### src/rtl/phase_accumulator_mc.sv
// Multi-channel DDS phase accumulator with double-buffered tuning registers and a linear chirp FSM.
// Optional build macro PHASE_DITHER_EN (needs M > N): LFSR dither added below the truncated phase LSB.
module phase_accumulator_mc #(
   parameter int C  = 2,
   parameter int M  = 8,
   parameter int N  = 4,
   parameter int SW = 8,
   parameter int CW = (C > 1) ? $clog2(C) : 1
) (
   input  logic           clk,
   input  logic           reset,
   input  logic [1:0]     mode,
   input  logic           wr_en,
   input  logic [CW-1:0]  wr_ch,
   input  logic [1:0]     wr_sel,
   input  logic [M-1:0]   wr_data,
   input  logic           update,
   input  logic           sweep_start,
   output logic [C*N-1:0] phase,
   output logic           valid,
   output logic           sweep_busy,
   output logic           sweep_done,
   output logic           update_err
);

   localparam logic [1:0] MODE_RUN   = 2'b00;
   localparam logic [1:0] MODE_CLEAR = 2'b10;

   localparam logic [1:0] SEL_FREQ  = 2'b00;
   localparam logic [1:0] SEL_POFF  = 2'b01;
   localparam logic [1:0] SEL_DELTA = 2'b10;
   localparam logic [1:0] SEL_STEPS = 2'b11;

   localparam int SWM = (SW < M) ? SW : M;

   typedef enum logic {
      ST_IDLE  = 1'b0,
      ST_SWEEP = 1'b1
   } sweep_state_t;

   logic [M-1:0]   freq_sh_q   [C];
   logic [M-1:0]   poff_sh_q   [C];
   logic [M-1:0]   delta_sh_q  [C];
   logic [SW-1:0]  steps_sh_q;

   logic [M-1:0]   freq_act_q  [C];
   logic [M-1:0]   poff_act_q  [C];
   logic [M-1:0]   delta_act_q [C];
   logic [SW-1:0]  steps_act_q;

   logic [M-1:0]   acc_q       [C];
   logic [M-1:0]   dith_c      [C];
   logic [M-1:0]   sum_c       [C];

   sweep_state_t   state_q;
   logic [SW-1:0]  cnt_q;
   logic           busy_q;
   logic           done_q;
   logic           err_q;

   logic [C*N-1:0] phase_d;
   logic [C*N-1:0] phase_q;
   logic           valid_q;

   logic [SW-1:0]  steps_wdata;
   logic           ch_ok;
   logic           run;

   assign steps_wdata = SW'(wr_data[SWM-1:0]);
   assign ch_ok       = (int'(wr_ch) < C);
   assign run         = (mode == MODE_RUN);

   // Shadow bank: host writes never disturb the running datapath directly.
   always_ff @(posedge clk) begin
      if (reset) begin
         for (int k = 0; k < C; k++) begin
            freq_sh_q[k]  <= '0;
            poff_sh_q[k]  <= '0;
            delta_sh_q[k] <= '0;
         end
         steps_sh_q <= '0;
      end else if (wr_en) begin
         if (wr_sel == SEL_STEPS) begin
            steps_sh_q <= steps_wdata;
         end else if (ch_ok) begin
            case (wr_sel)
               SEL_FREQ:  freq_sh_q[wr_ch]  <= wr_data;
               SEL_POFF:  poff_sh_q[wr_ch]  <= wr_data;
               SEL_DELTA: delta_sh_q[wr_ch] <= wr_data;
               default:   ;
            endcase
         end
      end
   end

   // Sweep FSM and active bank. Update transfers are refused while a sweep owns freq_act.
   //  state    | meaning
   //  ST_IDLE  | no sweep; update strobe may load the active bank
   //  ST_SWEEP | chirp in progress; freq_act steps by delta_act on each RUN cycle
   always_ff @(posedge clk) begin
      if (reset) begin
         state_q     <= ST_IDLE;
         cnt_q       <= '0;
         busy_q      <= 1'b0;
         done_q      <= 1'b0;
         err_q       <= 1'b0;
         steps_act_q <= '0;
         for (int k = 0; k < C; k++) begin
            freq_act_q[k]  <= '0;
            poff_act_q[k]  <= '0;
            delta_act_q[k] <= '0;
         end
      end else begin
         done_q <= 1'b0;
         err_q  <= update & busy_q;
         if (update && !busy_q) begin
            steps_act_q <= steps_sh_q;
            for (int k = 0; k < C; k++) begin
               freq_act_q[k]  <= freq_sh_q[k];
               poff_act_q[k]  <= poff_sh_q[k];
               delta_act_q[k] <= delta_sh_q[k];
            end
         end
         case (state_q)
            ST_IDLE: begin
               if (sweep_start && (steps_act_q != '0)) begin
                  state_q <= ST_SWEEP;
                  cnt_q   <= steps_act_q;
                  busy_q  <= 1'b1;
               end
            end
            ST_SWEEP: begin
               if (run) begin
                  for (int k = 0; k < C; k++) begin
                     freq_act_q[k] <= freq_act_q[k] + delta_act_q[k];
                  end
                  cnt_q <= cnt_q - 1'b1;
                  if (cnt_q == SW'(1)) begin
                     state_q <= ST_IDLE;
                     busy_q  <= 1'b0;
                     done_q  <= 1'b1;
                  end
               end
            end
            default: begin
               state_q <= ST_IDLE;
               busy_q  <= 1'b0;
            end
         endcase
      end
   end

   // Accumulators see freq_act before any same-edge sweep increment.
   always_ff @(posedge clk) begin
      if (reset) begin
         for (int k = 0; k < C; k++) acc_q[k] <= '0;
      end else if (run) begin
         for (int k = 0; k < C; k++) acc_q[k] <= acc_q[k] + freq_act_q[k];
      end else if (mode == MODE_CLEAR) begin
         for (int k = 0; k < C; k++) acc_q[k] <= '0;
      end
   end

`ifdef PHASE_DITHER_EN
   localparam int DW  = M - N;
   localparam int DWL = (DW < 16) ? DW : 16;

   logic [15:0] lfsr_q;
   logic [15:0] rot_c [C];

   // Galois form of x^16+x^14+x^13+x^11+1, shifting right.
   always_ff @(posedge clk) begin
      if (reset) begin
         lfsr_q <= 16'hACE1;
      end else begin
         lfsr_q <= {1'b0, lfsr_q[15:1]} ^ (lfsr_q[0] ? 16'hB400 : 16'h0000);
      end
   end

   always_comb begin
      for (int k = 0; k < C; k++) begin
         rot_c[k]  = '0;
         dith_c[k] = '0;
         for (int b = 0; b < 16; b++) rot_c[k][(b + k) % 16] = lfsr_q[b];
         for (int b = 0; b < DWL; b++) dith_c[k][b] = rot_c[k][b];
      end
   end
`else
   always_comb begin
      for (int k = 0; k < C; k++) dith_c[k] = '0;
   end
`endif

   always_comb begin
      phase_d = '0;
      for (int k = 0; k < C; k++) begin
         sum_c[k] = acc_q[k] + poff_act_q[k] + dith_c[k];
         phase_d[k*N +: N] = sum_c[k][M-1 -: N];
      end
   end

   always_ff @(posedge clk) begin
      if (reset) begin
         phase_q <= '0;
         valid_q <= 1'b0;
      end else begin
         phase_q <= phase_d;
         valid_q <= run;
      end
   end

   assign phase      = phase_q;
   assign valid      = valid_q;
   assign sweep_busy = busy_q;
   assign sweep_done = done_q;
   assign update_err = err_q;

endmodule
### config.mk
export PLATFORM = sky130hd
export DESIGN_NAME = phase_accumulator_mc
export DESIGN_NICKNAME = d
export VERILOG_FILES = /design/src/rtl/phase_accumulator_mc.sv
export SDC_FILE = /design/constraint.sdc
export NUM_CORES = 1
export LEC_CHECK = 0
export BUFFER_PORTS_ARGS = -buffer_cell sky130_fd_sc_hd__buf_2
export CORE_MARGIN = 2
export CORE_UTILIZATION = 40
export DETAILED_ROUTE_END_ITERATION = 10
export SYNTH_ARGS = -nofsm -noshare
export SYNTH_HDL_FRONTEND = slang
export SYNTH_SLANG_ARGS = --single-unit
### constraint.sdc
create_clock -name clk -period 6.35 [get_ports clk]
set_input_delay 1.27 -clock clk [delete_from_list [all_inputs] [get_ports clk]]
set_output_delay 1.27 -clock clk [all_outputs]
set_load 0.02 [all_outputs]
* Word level (Yosys, flattened, before mapping)
Memories as Yosys holds them, arrays and structs flattened. Index checks and enable logic that the tools add are counted.
Storage, ports and cells: flip-flop bits (word level) 37, memory bits (writable) 112, bits of input ports 18, output and inout bits 12, word-level logic and storage cells 122, memories kept 7
Memory list:
- acc_q | words 2, bits a word 8, rd ports 2, clocked after Yosys merged registers in 0, wr ports 2, RTL line 51 | logic [M-1:0] acc_q [C];
- delta_act_q | words 2, bits a word 8, rd ports 2, clocked after Yosys merged registers in 0, wr ports 2, RTL line 48 | logic [M-1:0] delta_act_q [C];
- delta_sh_q | words 2, bits a word 8, rd ports 2, clocked after Yosys merged registers in 0, wr ports 2, RTL line 43 | logic [M-1:0] delta_sh_q [C];
- freq_act_q | words 2, bits a word 8, rd ports 2, clocked after Yosys merged registers in 0, wr ports 2, RTL line 46 | logic [M-1:0] freq_act_q [C];
- freq_sh_q | words 2, bits a word 8, rd ports 2, clocked after Yosys merged registers in 0, wr ports 2, RTL line 41 | logic [M-1:0] freq_sh_q [C];
- poff_act_q | words 2, bits a word 8, rd ports 2, clocked after Yosys merged registers in 0, wr ports 2, RTL line 47 | logic [M-1:0] poff_act_q [C];
- +1 memories
Operators by class: add/subtract/negate cells 7, equality and inequality tests 8, muxes and demuxes 63, bitwise logic cells 15, reductions and logical operators 13
Operator list (count):
- $mux W8 | 17
- $add A8 B8 Y8 | 6
- $mux W1 | 43
- $reduce_or A8 Y1 | 3
- $pmux W8 S2 | 1
- $or A1 B1 Y1 | 12
- $eq A8 B1 Y1 const B | 1
- $reduce_bool A8 Y1 | 1
- $sub A8 B1 Y8 const B | 1
- $eq A2 B2 Y1 const B | 3
- $logic_not A2 Y1 | 2
- $ne A2 B1 Y1 const B | 2
- $pmux W1 S2 | 2
- $reduce_and A2 Y1 | 2
- $reduce_and A3 Y1 | 1
- $reduce_or A3 Y1 | 1
- $eq A2 B1 Y1 const B | 1
- $logic_and A1 B1 Y1 | 2
- $ne A2 B2 Y1 const B | 1
- $not A1 Y1 | 2
- $and A1 B1 Y1 | 1
- $logic_not A1 Y1 | 1

* Depth between registers and ports, before layout
word-level depth 8, mapped depth 8, gate-level depth less buffers 8

* Worst setup path after synthesis
No wires, ideal clock.
path type in2reg, start point input reset, end point memory delta_act_q[0][0] (enable), library setup time 387 ps, data arrival time 2423 ps, data required time 5963 ps, setup slack 3539 ps, stages 4, path buffers 2, cells stage by stage buf_6 clkbuf_1 a21oi_2 inv_1
RTL lines:
- from (decl) | RTL line 11 | input logic reset,
- to (decl) | RTL line 48

==> impl_results.md <==
* Postcts setup bufs at 0
* Post-synthesis area per instance at 11.66 um2
* Register Area at roughly 0.004 mm2
* Area growth, synth to finish at 12.92%
* Largest net degree at the start of global routing at 47
* Rel. slew slack at 29.34%
* Commonest non-fill, non-tap cell in the layout: edfxtp_1
* VDD IR max at about 190 uV
* Mapped Area at approximately 0.0073 mm2
* CTS Sinks at between 100 and 150
* Top-area cell type share of the netlist area at between 40% and 50%
* Clock-pin slew on the worst setup and hold paths at approximately 0.07 ns
* Gr usage total at 16.54%
* Core ar. at about 0.018 mm2
* XOR/XNOR Fraction of Synth Area at 2.640%
* Area of the die at between 0.015 and 0.02 mm2
* Std cell rows at just under 50
* Diode count at 0
* Worst-Skew Late Latency at about 0.43 ns
* Tmin final at ~3.0 ns
* Setup CP Type: primary input to register
* Crit Path Max Fanout at 46
* Highest clock rate at roughly 0.33 GHz
* Reg2reg end: freq_act_q[0][9]
* Fill count at about 1.6k
* Outcome: completed
* Routed Antenna Nets at 0
* Syn Nets at 690
* Vias per inst at 5.191
* Final Hold Fails at 0
* Commonest register cell after synthesis: edfxtp_1
* Critical Path Sink Type: register
* Max-slew violations at 0
* Post-cts hold buffer count at 0
* Commonest cells after routing, fill and taps aside: 112 x edfxtp_1, 82 x and2_1, 43 x o21ai_0
* Required time of the critical path at between 6 and 7 ns
* Fin util at 45.89%
* Internal reg-to-reg setup slack at about 4.0 ns
* Via count at roughly 4.7k
* Worst slack at placement at just under 3 ns
* Max cap viols at 0
* Tcrit/Tclk final at between 40 and 50%
* H-tree levels at 4
* Port buffer count at 29
* Setup-failing EPs final at 0
* CP endpoint: acc_q[0][14]
* Dpl hpwl at around 11 mm
* Pwr per Cell Area at 289.7 mW/mm2
* Initial Util at between 40% and 50%
* Overflow after GRT at 0
* Post_cts resized at 0
* Root Buffer Master: clkbuf_16
* CP Launch Type: primary input
* CTS tree: yes
* Pleak at about 3.3 nW
* Synth area leader: edfxtp_1
* Post-synthesis cell count at between 600 and 700
* Initial DRC Count at 326
* Yosys cell types at a little under 60
* Asr flop ratio synth at 0%
* First-pass GRT wire length at approximately 25 mm
* Layout cells sized above 1 at 12.50%
* Ports at 30
* Worst R2R Path Depth at 5
* Total CTS buffers at 17
* Multi-input logic area at roughly 0.0030 mm2
* Final setup margin at 3.364 ns
* Clock Skews at approximately 0.0081 ns
* Arrival @ worst endpoint at 3.15 ns
* Routed WL at between 15 and 20 mm
* Height of the die at 139.1 um
* EDFF count, synth at 112
* Overall Power at ~0.0024 W
* Setup TNS at 0 ns
* Vias in the first global route at 4648
* Largest cells by area after synthesis: edfxtp_1 46%, dfxtp_1 10%, ha_1 7.2%
* RR Startpoint: state_q
* Mux contribution to synthesized area at under 10%
* Gp weighted congestion at slightly above 0.8
* Final net count at between 700 and 800
* Clock buffer depth at 2
* Horiz. Die Dim at roughly 140 um
* Least-Margin Pin Slew at approximately 1.1 ns
* FF+latch count, synth at roughly 150
* Adder-cell share of the synthesized area at a little over 8%
* DRC violations left at 0
* Antenna violations before repair at 0
* DR WL/cell at 16.89 um
* 1st-pass router iterations at 4
* Post-synthesis compound-gate area fraction at approximately a tenth
* Simple-Gate Fraction of Synth Area at 19.03%
* RSZ-0062 raised after global routing: false
* Yosys warnings at 0
* Largest family of logic cells by synthesized area: simple AND/OR/NAND/NOR gates
* Register area share after synthesis at between 50% and 60%
* Crit path launch: reset
* Hold WC Path Type: register to register
==> worst min-delay path by stage <==
| stage | start | end | depth (start not counted) |
|---|---|---|---|
| after floorplan | steps_sh_q[3] | steps_act_q[3] | 2 |
| after global placement | steps_sh_q[3] | steps_act_q[3] | 2 |
| after detailed placement | steps_sh_q[3] | steps_act_q[3] | 2 |
| after CTS | steps_sh_q[3] | steps_act_q[3] | 2 |
| after global routing | steps_sh_q[4] | steps_act_q[4] | 1 |
| final | steps_sh_q[3] | steps_act_q[3] | 2 |
==> power by group <==
part           switching [W]  internal [W]
logic               0.000159      0.000108
registers          0.0000362       0.00112
clock network       0.000437      0.000529
==> cells by family after synthesis <==
group,count (synthesis)
fa+ha+maj,46
buf+inv,38
mux,14
simple gates,244
compound gates,113
xor+xnor,22
flops,149
==> registers in the layout, summed over array words and instances (netlist names), 16 cells and up <==
signal / flops
poff_act_q: 16
delta_act_q: 16
delta_sh_q: 16
acc_q: 16
freq_sh_q: 16
freq_act_q: 16
poff_sh_q: 16
==> cell usage after synthesis (all sizes together), types with 3 or more instances <==
cell type	number
nand4b	3
xor2	8
edfxtp	112
mux2i	12
dfxtp	37
or3	5
xnor2	14
clkbuf	10
o21ai	44
nor3	20
nor4	6
inv	19
o211ai	3
a211oi	10
nor3b	5
and3	3
nand2b	11
nand3b	3
nor2	43
buf	8
nand3	17
or2	7
ha	42
nand2	23
nor2b	11
a31oi	4
and2	82
a22o	7
a21oi	24
fa	4
a21o	8
==> worst max-delay path, stage by stage <==
cell and delay (ns):
buf_2 0.08, buf_4 0.44, or3_1 0.58, clkinv_1 0.43, nand4b_1 0.22, nand4_1 0.10
==> area by class of cell <==
class	count	area share, %
clock inverter	14	1.548
sequential	149	49.79
inverter	20	0.9107
timing repair buffer	32	2.034
tap	229	3.476
multi-input combinational	439	36.92
clock buffer	18	5.328
==> stage by stage <==
step                      instance area [um2]  std cells  hold WS (ns)
after detailed placement                 7676        869        0.4506
after global routing                     8243        901        0.5071
after floorplan                          7300        626        0.4248
final                                    8243        901        0.4672
after CTS                                8243        901        0.4659
after global placement                   7676        869        0.4578
==> per-layer routing <==
metal	GRT usage [%]	vias up	part of all wire, %
met3	3.522	19	4.8
met5	0	-	0
met1	23.55	2210	49
met2	25.10	100	45
met4	5.901	0	1.9
li1	-	2348	-
Power figures use the tool's default switching activity.
